**src/rtl/timer_pkg.sv**
```systemverilog
// -----------------------------------------------------------------------------
// timer_pkg
//   Shared constants for the countdown timer.
//   - ST_IDLE / ST_RUN / ST_PAUSE / ST_DONE : 3-bit state codes. These are the
//     values that appear on actual_state, so the VGA painter relies on them.
//   - BCD_MAX / SEC_TENS_MAX : largest legal value of a BCD digit and of the
//     seconds-tens digit.
//   - clamp_digit() : limits a preset digit to a given maximum.
// -----------------------------------------------------------------------------
package timer_pkg;

   localparam logic [2:0] ST_IDLE  = 3'd0;
   localparam logic [2:0] ST_RUN   = 3'd1;
   localparam logic [2:0] ST_PAUSE = 3'd2;
   localparam logic [2:0] ST_DONE  = 3'd3;

   localparam logic [3:0] BCD_MAX      = 4'd9;
   localparam logic [3:0] SEC_TENS_MAX = 4'd5;

   function automatic logic [3:0] clamp_digit(input logic [3:0] i_digit,
                                              input logic [3:0] i_max);
      return (i_digit > i_max) ? i_max : i_digit;
   endfunction

endpackage

```
**src/rtl/bcd_down_digit.sv**
```systemverilog
// -----------------------------------------------------------------------------
// bcd_down_digit
//   One stage of a BCD down-counting borrow chain. This stage is purely
//   combinational; the digit register lives in the top level.
//   Parameter:
//     MAX_VAL  - value the digit wraps to when it borrows from 0.
//   Ports:
//     i_digit  in  4  current digit value
//     i_borrow in  1  decrement request from the less significant stage
//     o_digit  out 4  digit value after the (optional) decrement
//     o_borrow out 1  decrement request for the more significant stage
// -----------------------------------------------------------------------------
module bcd_down_digit
   import timer_pkg::*;
#(
   parameter logic [3:0] MAX_VAL = BCD_MAX
)(
   input  logic [3:0] i_digit,
   input  logic       i_borrow,
   output logic [3:0] o_digit,
   output logic       o_borrow
);

   always_comb begin
      o_digit  = i_digit;
      o_borrow = 1'b0;
      if (i_borrow) begin
         if (i_digit == 4'd0) begin
            o_digit  = MAX_VAL;
            o_borrow = 1'b1;
         end else begin
            o_digit  = i_digit - 4'd1;
         end
      end
   end

endmodule

```
**src/rtl/countdown_timer.sv**
```systemverilog
// -----------------------------------------------------------------------------
// countdown_timer
//   BCD MM:SS countdown timer. It loads preset digits and is started or paused
//   by a single-cycle pulse. While running it decrements once per second, using
//   a prescaler that counts clk_100MHz cycles. It is the time source for the VGA
//   painter.
//
//   Build option:
//     TIMER_AUTORELOAD_EN - when defined, DONE lasts DONE_HOLD_S seconds. After
//                           that the last loaded preset is restored from a
//                           shadow register and the timer returns to IDLE.
//                           When not defined, DONE holds until a load or a
//                           reset.
//
//   Parameters:
//     CLK_HZ       clock frequency; the prescaler period in cycles (>= 2)
//     DONE_HOLD_S  seconds spent in DONE before auto-reload (>= 1)
//
//   Ports:
//     clk_100MHz     in   1  system clock
//     reset          in   1  asynchronous, active-high reset
//     load           in   1  level; copy clamped preset digits into the counter
//     start_pause    in   1  pulse; toggles run/pause
//     set_m_decimal  in   4  preset minutes tens  (BCD)
//     set_m_unit     in   4  preset minutes units (BCD)
//     set_s_decimal  in   4  preset seconds tens  (BCD)
//     set_s_unit     in   4  preset seconds units (BCD)
//     m_decimal      out  4  minutes tens
//     m_unit         out  4  minutes units
//     s_decimal      out  4  seconds tens
//     s_unit         out  4  seconds units
//     actual_state   out  3  IDLE=0, RUN=1, PAUSE=2, DONE=3
//     finish         out  1  high while in DONE
//     tick_1hz       out  1  one-cycle pulse on each decrement in RUN
// -----------------------------------------------------------------------------
module countdown_timer
   import timer_pkg::*;
#(
   parameter int CLK_HZ      = 100000000,
   parameter int DONE_HOLD_S = 5
)(
   input  logic       clk_100MHz,
   input  logic       reset,
   input  logic       load,
   input  logic       start_pause,
   input  logic [3:0] set_m_decimal,
   input  logic [3:0] set_m_unit,
   input  logic [3:0] set_s_decimal,
   input  logic [3:0] set_s_unit,
   output logic [3:0] m_decimal,
   output logic [3:0] m_unit,
   output logic [3:0] s_decimal,
   output logic [3:0] s_unit,
   output logic [2:0] actual_state,
   output logic       finish,
   output logic       tick_1hz
);

   // Reject parameter values that would give a zero-width prescaler or an
   // empty hold period.
   if (CLK_HZ < 2 || DONE_HOLD_S < 1) begin : g_bad_params
      $error("countdown_timer: CLK_HZ must be >= 2 and DONE_HOLD_S >= 1");
   end

   localparam int            PW             = $clog2(CLK_HZ);
   localparam logic [PW-1:0] PRESCALE_LAST  = PW'(CLK_HZ - 1);

   // Digit arrays are indexed from least significant: 0 = s_unit,
   // 1 = s_decimal, 2 = m_unit, 3 = m_decimal.
   logic [3:0][3:0] r_digits;
   logic [3:0][3:0] w_digits_next;
   logic [3:0][3:0] w_set_raw;
   logic [3:0][3:0] w_preset;
   logic [3:0][3:0] w_dec;
   logic [4:0]      w_borrow;

   logic [2:0]      r_state;
   logic [2:0]      w_state_next;
   logic [PW-1:0]   r_prescale;
   logic [PW-1:0]   w_prescale_next;
   logic            r_tick;
   logic            w_tick_next;
   logic            r_finish;
   logic            w_finish_next;

   logic            w_terminal;
   logic            w_is_zero;
   logic            w_dec_is_zero;

`ifdef TIMER_AUTORELOAD_EN
   localparam int            HW        = $clog2(DONE_HOLD_S + 1);
   localparam logic [HW-1:0] HOLD_LAST = HW'(DONE_HOLD_S - 1);

   logic [3:0][3:0] r_shadow;
   logic [3:0][3:0] w_shadow_next;
   logic [HW-1:0]   r_hold;
   logic [HW-1:0]   w_hold_next;
`endif

   assign w_set_raw = {set_m_decimal, set_m_unit, set_s_decimal, set_s_unit};

   // ------------------------------------------------------------------------
   // Per-digit preset clamp and decrement borrow chain. The chain always
   // computes "value - 1"; the FSM decides whether to take the result.
   // ------------------------------------------------------------------------
   assign w_borrow[0] = 1'b1;

   genvar gi;
   generate
      for (gi = 0; gi < 4; gi++) begin : g_digit
         localparam logic [3:0] MAXV = (gi == 1) ? SEC_TENS_MAX : BCD_MAX;

         assign w_preset[gi] = clamp_digit(w_set_raw[gi], MAXV);

         bcd_down_digit #(
            .MAX_VAL (MAXV)
         ) u_digit (
            .i_digit  (r_digits[gi]),
            .i_borrow (w_borrow[gi]),
            .o_digit  (w_dec[gi]),
            .o_borrow (w_borrow[gi+1])
         );
      end
   endgenerate

   // A borrow out of the most significant digit happens only when every digit
   // is 0, so it doubles as the 00:00 detector.
   assign w_is_zero     = w_borrow[4];
   // Only 00:01 decrements to 00:00.
   assign w_dec_is_zero = (w_dec == '0);
   assign w_terminal    = (r_prescale == PRESCALE_LAST);

   // ------------------------------------------------------------------------
   // State and datapath registers
   // ------------------------------------------------------------------------
   always_ff @(posedge clk_100MHz or posedge reset) begin
      if (reset) begin
         r_state    <= ST_IDLE;
         r_digits   <= '0;
         r_prescale <= '0;
         r_tick     <= 1'b0;
         r_finish   <= 1'b0;
      end else begin
         r_state    <= w_state_next;
         r_digits   <= w_digits_next;
         r_prescale <= w_prescale_next;
         r_tick     <= w_tick_next;
         r_finish   <= w_finish_next;
      end
   end

`ifdef TIMER_AUTORELOAD_EN
   always_ff @(posedge clk_100MHz or posedge reset) begin
      if (reset) begin
         r_shadow <= '0;
         r_hold   <= '0;
      end else begin
         r_shadow <= w_shadow_next;
         r_hold   <= w_hold_next;
      end
   end
`endif

   // ------------------------------------------------------------------------
   // Next-state and datapath logic
   // ------------------------------------------------------------------------
   always_comb begin
      w_state_next    = r_state;
      w_digits_next   = r_digits;
      w_prescale_next = r_prescale;
`ifdef TIMER_AUTORELOAD_EN
      w_shadow_next   = r_shadow;
      w_hold_next     = r_hold;
`endif

      case (r_state)
         ST_IDLE: begin
            // load wins over a simultaneous start_pause.
            if (load) begin
               w_digits_next = w_preset;
            end else if (start_pause) begin
               w_prescale_next = '0;
               w_state_next    = w_is_zero ? ST_DONE : ST_RUN;
            end
         end

         ST_RUN: begin
            // load is ignored while running.
            if (w_terminal) begin
               w_prescale_next = '0;
               w_digits_next   = w_dec;
               // Reaching 00:00 takes priority over a coincident pause.
               if (w_dec_is_zero) begin
                  w_state_next = ST_DONE;
               end else if (start_pause) begin
                  w_state_next = ST_PAUSE;
               end
            end else begin
               w_prescale_next = r_prescale + 1'b1;
               if (start_pause) begin
                  w_state_next = ST_PAUSE;
               end
            end
         end

         ST_PAUSE: begin
            // The prescaler keeps its value here, so a resume continues the
            // partially elapsed second.
            if (load) begin
               w_digits_next = w_preset;
               w_state_next  = ST_IDLE;
            end else if (start_pause) begin
               w_state_next  = ST_RUN;
            end
         end

         ST_DONE: begin
            if (load) begin
               w_digits_next = w_preset;
               w_state_next  = ST_IDLE;
            end
`ifdef TIMER_AUTORELOAD_EN
            else if (w_terminal) begin
               w_prescale_next = '0;
               if (r_hold == HOLD_LAST) begin
                  w_digits_next = r_shadow;
                  w_state_next  = ST_IDLE;
               end else begin
                  w_hold_next = r_hold + 1'b1;
               end
            end else begin
               w_prescale_next = r_prescale + 1'b1;
            end
`endif
         end

         default: begin
            w_state_next = ST_IDLE;
         end
      endcase

`ifdef TIMER_AUTORELOAD_EN
      // The shadow follows every load that is accepted, which is every state
      // except RUN.
      if (load && (r_state != ST_RUN)) begin
         w_shadow_next = w_preset;
      end
      // Each visit to DONE starts a fresh hold period.
      if (w_state_next != ST_DONE) begin
         w_hold_next = '0;
      end
`endif
   end

   // ------------------------------------------------------------------------
   // Output decode, registered on the same edge as the state
   // ------------------------------------------------------------------------
   always_comb begin
      w_tick_next   = (r_state == ST_RUN) && w_terminal;
      w_finish_next = (w_state_next == ST_DONE);
   end

   assign s_unit       = r_digits[0];
   assign s_decimal    = r_digits[1];
   assign m_unit       = r_digits[2];
   assign m_decimal    = r_digits[3];
   assign actual_state = r_state;
   assign finish       = r_finish;
   assign tick_1hz     = r_tick;

endmodule

```
**config.mk**
```make
export PLATFORM = sky130hd
export DESIGN_NAME = countdown_timer
export DESIGN_NICKNAME = d
export VERILOG_FILES = /design/src/rtl/timer_pkg.sv /design/src/rtl/bcd_down_digit.sv /design/src/rtl/countdown_timer.sv
export SDC_FILE = /design/constraint.sdc
export NUM_CORES = 1
export LEC_CHECK = 0
export ABC_CLOCK_PERIOD_IN_PS = 10100
export BUFFER_PORTS_ARGS = -buffer_cell sky130_fd_sc_hd__buf_2
export CELL_PAD_IN_SITES_DETAIL_PLACEMENT = 1
export CELL_PAD_IN_SITES_GLOBAL_PLACEMENT = 2
export CORE_MARGIN = 1.5
export CORE_UTILIZATION = 38
export CTS_CLUSTER_DIAMETER = 100
export CTS_CLUSTER_SIZE = 30
export DETAILED_ROUTE_END_ITERATION = 6
export PLACE_DENSITY_LB_ADDON = 0.08
export SETUP_SLACK_MARGIN = 0.15
export SLEW_MARGIN = 20
export SYNTH_ARGS = -nofsm -noshare
export SYNTH_HDL_FRONTEND = slang
export SYNTH_HIERARCHICAL = 1
export SYNTH_SLANG_ARGS = --single-unit
export TNS_END_PERCENT = 1
```
**constraint.sdc**
```tcl
create_clock -name clk_100MHz -period 10.1 [get_ports clk_100MHz]
set_input_delay 0.505 -clock clk_100MHz [delete_from_list [all_inputs] [get_ports clk_100MHz]]
set_output_delay 0.505 -clock clk_100MHz [all_outputs]
set_load 0.02 [all_outputs]
```
==> run_results.csv, run 1 <==
group,metric,value,unit
run_status,status,"completed",
timing,grt_setup_unrepaired,"false",
clocking,insertion_delay,310,ps
timing,hold_viol,0,
pwr,ir_worst_vdd,73.9,uV
critical_path,crit_required,10310,ps
critical_path,critical_path_peak_fanout,6,
clocking,ctsHtreeMaxLevel,2,
synth,synth_most_common_cell,"dfrtp_1",
timing,tns,0,ps
clocking,clock-sinks,48,
synth,synthTopCellsByCount,"dfrtp_1, nand2_1, nor2_1",
layout,instances_no_fill,450,
timing,period_minus_slack,3780,ps
clocking,tritoncts,"built",
global_routing,antenna_found_initial,0,
timing,timing.final.crit_share,37.4,%
synth,yosys.area.top_type_share,41.7,%
synth,synthSimpleGateAreaFrac,27.3,%
synth,yosys_warnings,6,
clocking,clock_path_buffers,2,
placed_design,io_buffers,40,
critical_path,slowest_delay,510,ps
die,core_area,0.00729,mm^2
synth,synthCells,311,
clocking,cts_hold_buf,0,
die,dieArea,0.00811,mm^2
global_routing,grt_pass1_wl,13200,um
critical_path,crit_type,"flip-flop to flip-flop",
synth,synth.mux.area_fraction,1.78,%
global_routing,grt_pass1_vias,2517,
layout,fin_area,0.00328,mm^2
synth,syn_area_per_cell,9.26,um^2
pwr,power,0.480,mW
hold_path,hold_class,"input port to async pin",
die,initial_core_util,39.5,%
clocking,cts_made_buffers,5,
global_routing,grt_max_degree,49,
synth,synth_cell_types,51,
critical_path,crit_path_cell_trace,"nand2b_4 > nor4_1 > inv_1 > or3_4 > nor3_1 > nand2b_4 > nor4_1 > nand2b_4 > nor3_1 > xor2_1 > nor4_1 > and4_1 > nand2_1 > o31ai_1",
routing,ant_nets,0,
critical_path,critPathBufInv,1,
timing,whs,341,ps
synth,synth-compound-area-share,19.5,%
clocking,clock-root-buffer,"clkbuf_8",
layout,syn2layout_area_growth,14.0,%
critical_path,crit_slowest_cell,"nor4_1",
global_routing,grt_overflow,0,
synth,synth_top_area_cell,"dfrtp_1",
global_routing,grt_use_total,20.0,%
flow_run,drv_cap,0,
synth,synth_xor_area_share,5.47,%
timing,fin_skew,14.2,ps
routing,vias_per_cell,5.68,
clocking,post_cts_buffers,0,
routing,via_count,2554,
synth,synthAdderAreaFrac,0.434,%
placed_design,dpl.cell_count,442,
synth,async_flop_share,100,%
timing,fmax,265,MHz
critical_path,cp-end-kind,"flip-flop",
placed_design,gp_congestion,0.838,
layout,antennaDiodeCount,0,
pwr,p_leak,1.48,nW
synth,syn-cell-area,0.00288,mm^2
routing,drt_iter0_markers,54,
die,fp.dieH,90.1,um
synth,ys_seq_area_share,41.7,%
timing,tightest_slew,871,ps
synth,synth_edf_count,0,
critical_path,arrival,3990,ps
die,ios,41,
routing,wl_per_cell,17.3,um
routing,drt_first_pass_iters,4,
timing,setup_viol,0,
placed_design,dpl.hpwl,5540,um
timing,slew_headroom,41.9,%
pwr,cellPowerDensity,146,mW/mm^2
critical_path,cpLargestDelayFamily,"simple AND/OR/NAND/NOR gates",
synth,synth_ff_type,"dfrtp_1",
synth,synth.area.top_cells,"dfrtp_1, xor2_1, a221o_1",
layout,fill_cells,878,
critical_path,critPathLaunchType,"flip-flop",
synth,synth_top_family_by_area,"simple AND/OR/NAND/NOR gates",
layout,nets,371,
routing,drc,0,
die,row_count,31,
layout,drive_gt1_share,18.8,%
clocking,cts.clk_slew.worst_paths,110,ps
timing,report.final.slew_viol_count,0,
routing,wl,7790,um
clocking,cts_resized,0,
die,die_w,90.1,um
synth,yosys_register_bits,48,
placed_design,place_area,0.00317,mm^2
## stage by stage
stage / worst slack [ps] / utilization (%)
3_3_place_gp: 6500 / 43.5
2_1_floorplan: 6670 / -
6_report: 6320 / 45.0
3_5_place_dp: 6390 / 43.5
5_1_grt: 5970 / 45.0
4_1_cts: 6330 / 45.0
## placed cells by master (no fill, tap or decap), types with 10 or more instances in the layout
cell type / n
a21oi_1: 14
o21ai_0: 20
dfrtp_1: 48
nand3_1: 12
buf_2: 40
inv_1: 10
a221o_1: 11
nand2_1: 27
xor2_1: 13
nor4_1: 11
nor2_1: 25
## state kept, by name (all words and copies together) (netlist names)
name / cells
finish: 1
tick_1hz: 1
actual_state: 3
s_unit: 4
r_prescale: 27
s_decimal: 4
m_decimal: 4
m_unit: 4
## cells by family (layout without fill, tap and decap cells)
family	count (synthesis)	after routing
buffers and inverters	23	62
xor gates and xnor gates	18	18
AOI/OAI and AO/OA	81	81
other	2	3
and+or+nand+nor	133	133
DFF	48	48
adders and majority gates	1	1
muxes	5	5
## final timing paths
path / startpoint / to / slack [ps] / depth (start not counted)
max in group asynchronous: reset / r_prescale[25] / 9250 / 2
setup / recovery: s_unit[0] / finish / 6320 / 14
min in group clk_100MHz: r_prescale[26] / r_prescale[26] / 500 / 1
setup reg to reg: s_unit[0] / finish / 6320 / 14
hold / removal: reset / r_prescale[19] / 340 / 2
hold reg to reg: r_prescale[26] / r_prescale[26] / 500 / 1
## where the power goes
group / total, mW / switching (mW) / internal (mW)
sequential: 0.239 / 0.0282 / 0.211
clock: 0.145 / 0.0715 / 0.0734
combinational: 0.0964 / 0.0563 / 0.0401
total: 0.480 / 0.156 / 0.324
## worst reg2reg max path, cell delays in order, from the launching register on
cell and delay [ps]:
dfrtp_1 420, nand2b_4 180, nor4_1 370, inv_1 110, or3_4 370, nor3_1 400
nand2b_4 120, nor4_1 510, nand2b_4 130, nor3_1 210, xor2_1 140, nor4_1 290
and4_1 260, nand2_1 100, o31ai_1 100
## layer usage
layer	vias to the layer above	track usage, %	wire length, um
met5	-	0	0
met4	0	3.97	65
met3	7	2.96	232
met2	39	30.3	3420
met1	1269	30.1	4070
li1	1239	-	-
## cell type report
type                    count  area, um^2  share of cell area (%)
multi-input cells         241        1580                    48.2
clock inverters             3        42.5                    1.30
inverters                  12        47.5                    1.45
well taps                  99         124                    3.77
clock buffers               5        68.8                    2.10
repair buffers             42         215                    6.55
flip-flops and latches     48        1200                    36.6
Power figures use the tool's default switching activity.
==> run 2: changes to the inputs <==
--- a/config.mk
+++ b/config.mk
@@ -5,12 +5,12 @@
 export SDC_FILE = /design/constraint.sdc
 export NUM_CORES = 1
 export LEC_CHECK = 0
-export ABC_CLOCK_PERIOD_IN_PS = 10100
+export ABC_CLOCK_PERIOD_IN_PS = 3950
 export BUFFER_PORTS_ARGS = -buffer_cell sky130_fd_sc_hd__buf_2
 export CELL_PAD_IN_SITES_DETAIL_PLACEMENT = 1
 export CELL_PAD_IN_SITES_GLOBAL_PLACEMENT = 2
 export CORE_MARGIN = 1.5
-export CORE_UTILIZATION = 38
+export CORE_UTILIZATION = 35
 export CTS_CLUSTER_DIAMETER = 100
 export CTS_CLUSTER_SIZE = 30
 export DETAILED_ROUTE_END_ITERATION = 6
==> constraint.sdc (replaced) <==
create_clock -name clk_100MHz -period 3.95 [get_ports clk_100MHz]
set_input_delay 0.1975 -clock clk_100MHz [delete_from_list [all_inputs] [get_ports clk_100MHz]]
set_output_delay 0.1975 -clock clk_100MHz [all_outputs]
set_load 0.02 [all_outputs]
==> run 2 against run 1 <==
Net effect: total power rose by 140%; die area rose by 8.3%; first-iteration DRC count up 61%; cell count rose by 0.89%; clock-buffer cell count up 1; global-route usage down 0.31 points; combinational power increased to 2.5 times the previous value; maximum frequency up 9.2%.
==> run_results.csv, run 2 (synthesized netlist as in run 1, its figures left out) <==
group,metric,value,unit
run_status,status,"completed",
critical_path,crit_type,"flip-flop to flip-flop",
timing,period_minus_slack,3460,ps
placed_design,gp_congestion,0.772,
pwr,ir_worst_vdd,128,uV
layout,register_area,0.00120,mm^2
die,die_w,93.7,um
placed_design,dpl.hpwl,5660,um
pwr,seq_power_share,53.7,%
placed_design,io_buffers,40,
clocking,cts.clk_slew.worst_paths,90,ps
flow_run,drv_cap,0,
global_routing,grt_overflow,0,
timing,timing.final.crit_share,87.6,%
timing,tightest_slew,737,ps
hold_path,hold_class,"input port to async pin",
die,core_area,0.00785,mm^2
routing,drc,0,
pwr,p_clk_share,24.9,%
routing,drt_iter0_markers,87,
layout,multi_input_area,0.00158,mm^2
critical_path,cp-end-kind,"flip-flop",
layout,drive_gt1_share,18.8,%
layout,final_core_util,41.6,%
layout,final_common_cell,"dfrtp_1",
layout,fin_area,0.00327,mm^2
die,dieArea,0.00878,mm^2
routing,ant_nets,0,
critical_path,crit_slowest_cell,"dfrtp_1",
layout,largest_register_ffs,27,
layout,antennaDiodeCount,0,
routing,drt_first_pass_iters,4,
pwr,power.switching,0.381,mW
timing,fmax,289,MHz
critical_path,crit_required,4160,ps
layout,nets,373,
clocking,ctsHtreeMaxLevel,2,
clocking,cts_hold_buf,0,
timing,report.final.slew_viol_count,0,
timing,grt_setup_unrepaired,"false",
clocking,tritoncts,"built",
critical_path,critPathLaunchType,"flip-flop",
pwr,cellPowerDensity,350,mW/mm^2
pwr,power,1.14,mW
global_routing,grt_max_degree,49,
critical_path,crit_path_cell_trace,"nand2b_4 > nor4_1 > inv_1 > or3_4 > nor3_1 > nand2b_4 > nor4_1 > buf_4 > nand2b_4 > nor3_1 > xor2_1 > nor4_1 > and4_1 > nand2_1 > o31ai_1",
timing,slew_headroom,50.4,%
clocking,insertion_delay,300,ps
routing,wl_per_cell,17.4,um
pwr,internal_power,0.763,mW
pwr,pwr-share-comb,21.4,%
critical_path,slowest_delay,420,ps
clocking,clock-root-buffer,"clkbuf_8",
global_routing,grt_pass1_vias,2621,
clocking,post_cts_buffers,0,
global_routing,antenna_found_initial,0,
clocking,cts_made_buffers,5,
critical_path,critical_path_peak_fanout,6,
layout,syn2layout_area_growth,13.4,%
layout,final_cell_mix,"dfrtp_1, buf_2, nand2_1",
clocking,clock-sinks,48,
timing,hold_viol,0,
clocking,cts_resized,0,
placed_design,place_area,0.00319,mm^2
timing,setup_viol,0,
pwr,switching_share,33.3,%
global_routing,grt_pass1_wl,13600,um
routing,wl,7880,um
die,initial_core_util,36.7,%
timing,tns,0,ps
critical_path,critPathBufInv,2,
timing,fin_skew,8.37,ps
critical_path,cpLargestDelayFamily,"simple AND/OR/NAND/NOR gates",
layout,fill_cells,980,
routing,vias_per_cell,5.63,
die,row_count,32,
routing,via_count,2556,
global_routing,grt_use_total,19.7,%
layout,largest_register,"r_prescale",
die,fp.dieH,93.7,um
clocking,clock_path_buffers,2,
pwr,p_leak,1.48,nW
die,ios,41,
critical_path,arrival,3670,ps
run 2: changes by cell type in the layout (fill, tap and decap cells not counted), sizes merged:
| cell | delta |
|---|---|
| buf | +2 |
| bufinv | -1 |
| clkbuf | +1 |
| clkinv | -1 |
| clkinvlp | -1 |
| inv | +1 |
run 2: power by group through the flow:
stage,Sequential [mW],Clock (mW),Combinational [mW]
finish,0.614,0.285,0.245
global route,0.625,0.315,0.276
CTS,0.614,0.300,0.248
detailed placement,0.623,0,0.248
global placement,0.622,0,0.246
floorplan,0.632,0,0.145
run 2: final timing paths:
path | start | to | slack, ps | depth (start not counted)
max | s_unit[0] | finish | 490 | 15
min | reset | r_prescale[14] | 60 | 3
max reg2reg | s_unit[0] | finish | 490 | 15
min reg2reg | r_prescale[26] | r_prescale[26] | 510 | 1
max in group asynchronous | reset | m_decimal[2] | 3470 | 3
min in group clk_100MHz | load | finish | 220 | 2
run 2: worst min-delay path: stages:
cell   delay (ps)
buf_2         100
inv_2          30
buf_4         510
run 2: stage by stage:
step,std cells,hold slack [ps],worst slack [ps]
after CTS,454,79.5,509
final,454,57.7,491
after floorplan,312,294,521
after global placement,447,411,600
after detailed placement,447,414,541
after global routing,454,134,210
run 2: layout make-up:
| type | count | share of cell area [%] |
|---|---|---|
| clock buffers | 6 | 2.22 |
| multi-input cells | 241 | 48.5 |
| inverters | 12 | 1.42 |
| flip-flops and latches | 48 | 36.8 |
| clock inverters | 1 | 0.153 |
| repair buffers | 44 | 7.05 |
| well taps | 102 | 3.91 |
run 2: layer usage:
layer / wire length (um) / vias to the layer above / GRT usage [%]
met3: 177 / 4 / 2.75
met2: 3550 / 29 / 31.0
met1: 4120 / 1282 / 29.1
li1: - / 1241 / -
met5: 0 / - / 0
met4: 38 / 0 / 2.99
==> run 3: changes to the inputs <==
--- a/config.mk
+++ b/config.mk
@@ -14,7 +14,7 @@
 export CTS_CLUSTER_DIAMETER = 100
 export CTS_CLUSTER_SIZE = 30
 export DETAILED_ROUTE_END_ITERATION = 6
-export PLACE_DENSITY_LB_ADDON = 0.08
+export PLACE_DENSITY_LB_ADDON = 0.1
 export SETUP_SLACK_MARGIN = 0.15
 export SLEW_MARGIN = 20
 export SYNTH_ARGS = -nofsm -noshare
==> run 3 against run 2 <==
Net effect: die area did not move; combinational power about the same; wire length is 0.18% lower; worst hold slack better by 150 ps; design area increased by 1.3%; critical path type unchanged.
==> run_results.csv, run 3 (synthesized netlist as in run 1, its figures left out) <==
group,metric,value,unit
layout,largest_register_ffs,27,
placed_design,place_area,0.00320,mm^2
hold_path,holdPathStages,2,
critical_path,worstSetupStartpoint,"s_unit[0]",
placed_design,io_buffers,40,
layout,final_core_util,42.2,%
critical_path,crit_type,"flip-flop to flip-flop",
critical_path,cp-end-kind,"flip-flop",
hold_path,min_from,"load",
timing,fmax,298,MHz
run_status,status,"completed",
die,ios,41,
critical_path,rr_endpoint,"actual_state[1]",
timing,slew_headroom,42.1,%
pwr,power,1.18,mW
timing,report.final.slew_viol_count,0,
layout,final_cell_mix,"dfrtp_1, buf_2, nand2_1",
global_routing,grt_max_degree,42,
die,core_area,0.00785,mm^2
placed_design,gp_congestion,0.795,
die,die_w,93.7,um
clocking,cts.clk_slew.worst_paths,90,ps
critical_path,crit_slowest_cell,"dfrtp_1",
global_routing,grt_pass1_vias,2613,
clocking,post_cts_buffers,0,
layout,drive_gt1_share,19.5,%
critical_path,critPathLaunchType,"flip-flop",
layout,nets,375,
global_routing,grt_overflow,0,
clocking,tritoncts,"built",
timing,tns,0,ps
die,fp.dieH,93.7,um
routing,drt_first_pass_iters,4,
critical_path,reg2reg_depth,15,
critical_path,critPathBufInv,2,
critical_path,reg2reg_slack,590,ps
timing,tightest_slew,868,ps
layout,final_common_cell,"dfrtp_1",
layout,antennaDiodeCount,0,
critical_path,slowest_delay,420,ps
timing,fin_skew,3.93,ps
placed_design,dpl.cell_count,448,
routing,met3_length,212,um
timing,setup_viol,0,
critical_path,cpLargestDelayFamily,"simple AND/OR/NAND/NOR gates",
routing,vias_per_cell,5.60,
clocking,clock-sinks,48,
clocking,ctsHtreeMaxLevel,2,
timing,hold_viol,0,
global_routing,antenna_found_initial,0,
routing,routed.top_layer,"met4",
routing,ant_nets,0,
global_routing,grt_pass1_wl,13600,um
layout,fin_area,0.00331,mm^2
die,row_count,32,
timing,timing.final.crit_share,85.0,%
critical_path,reg2reg_from,"s_unit[0]",
clocking,clock-root-buffer,"clkbuf_8",
clocking,cts_made_buffers,5,
critical_path,critical_path_peak_fanout,6,
flow_run,drv_cap,0,
pwr,ir_worst_vdd,136,uV
pwr,cellPowerDensity,358,mW/mm^2
critical_path,crit_path_cell_trace,"nand2b_4 > nor4_1 > inv_1 > or3_4 > nor3_2 > nand2b_4 > nor4_1 > buf_4 > nand2b_4 > nor3_1 > xor2_1 > nor4_1 > and4_1 > nand2_1 > o21ai_0",
global_routing,grt_use_total,19.9,%
critical_path,arrival,3580,ps
routing,wl_per_cell,17.3,um
die,dieArea,0.00878,mm^2
routing,wl_met1,4190,um
clocking,insertion_delay,300,ps
routing,drc,0,
critical_path,crit_required,4170,ps
timing,grt_setup_unrepaired,"false",
timing,period_minus_slack,3360,ps
routing,met2WireLength,3390,um
hold_path,hold_class,"input port to flip-flop",
placed_design,dpl.hpwl,5630,um
layout,instances_no_fill,456,
die,initial_core_util,36.7,%
routing,wl,7870,um
routing,drt_iter0_markers,105,
layout,largest_register,"r_prescale",
routing,via_count,2554,
hold_path,min_to,"finish",
layout,syn2layout_area_growth,14.9,%
clocking,clock_path_buffers,2,
pwr,p_leak,1.50,nW
-- run 3: final cells by class --
cell class / count / area (um^2)
repair buffers: 46 / 248
flip-flops and latches: 48 / 1200
fillers: 935 / 4540
clock buffers: 7 / 96.3
well taps: 102 / 128
inverters: 12 / 46.3
multi-input cells: 241 / 1590
-- run 3: per-layer routing --
layer	track usage (%)	vias to the layer above
met3	2.91	7
met2	28.9	35
met5	0	-
met1	30.5	1269
met4	5.22	0
li1	-	1243
-- run 3: per-stage QoR --
stage | setup WS [ps] | hold slack (ps)
final | 592 | 211
after global routing | 177 | 228
after CTS | 451 | 200
after detailed placement | 487 | 104
after global placement | 604 | 102
after floorplan | 521 | 294
-- run 3: how the worst max path moves through the flow --
stage / endpoint / slack [ps] / cells past startpoint
floorplan: actual_state[1] / 520 / 14
finish: actual_state[1] / 590 / 15
global placement: actual_state[1] / 600 / 15
detailed placement: actual_state[1] / 490 / 15
global route: finish / 180 / 15
CTS: actual_state[1] / 450 / 15
-- run 3: worst register-to-register path, delay by kind of cell, from the launching register on --
kind / cells / cell delay [ps]
flip-flops: 1 / 420
XOR/XNOR: 1 / 130
AO/OA/AOI/OAI: 1 / 110
buffers and inverters: 2 / 290
AND/OR/NAND/NOR: 11 / 2320
-- run 3: timing repair --
item                                    in CTS  in global routing
hold buffers                                 1                  0
gates resized for setup                      0                  1
endpoints found under the setup margin       0                  3
hold endpoints to repair                     7                  0
-- run 3: power by group --
group | total (mW) | switching, mW | internal [mW]
combinational | 0.247 | 0.143 | 0.104
clock | 0.323 | 0.167 | 0.156
sequential | 0.613 | 0.0738 | 0.539
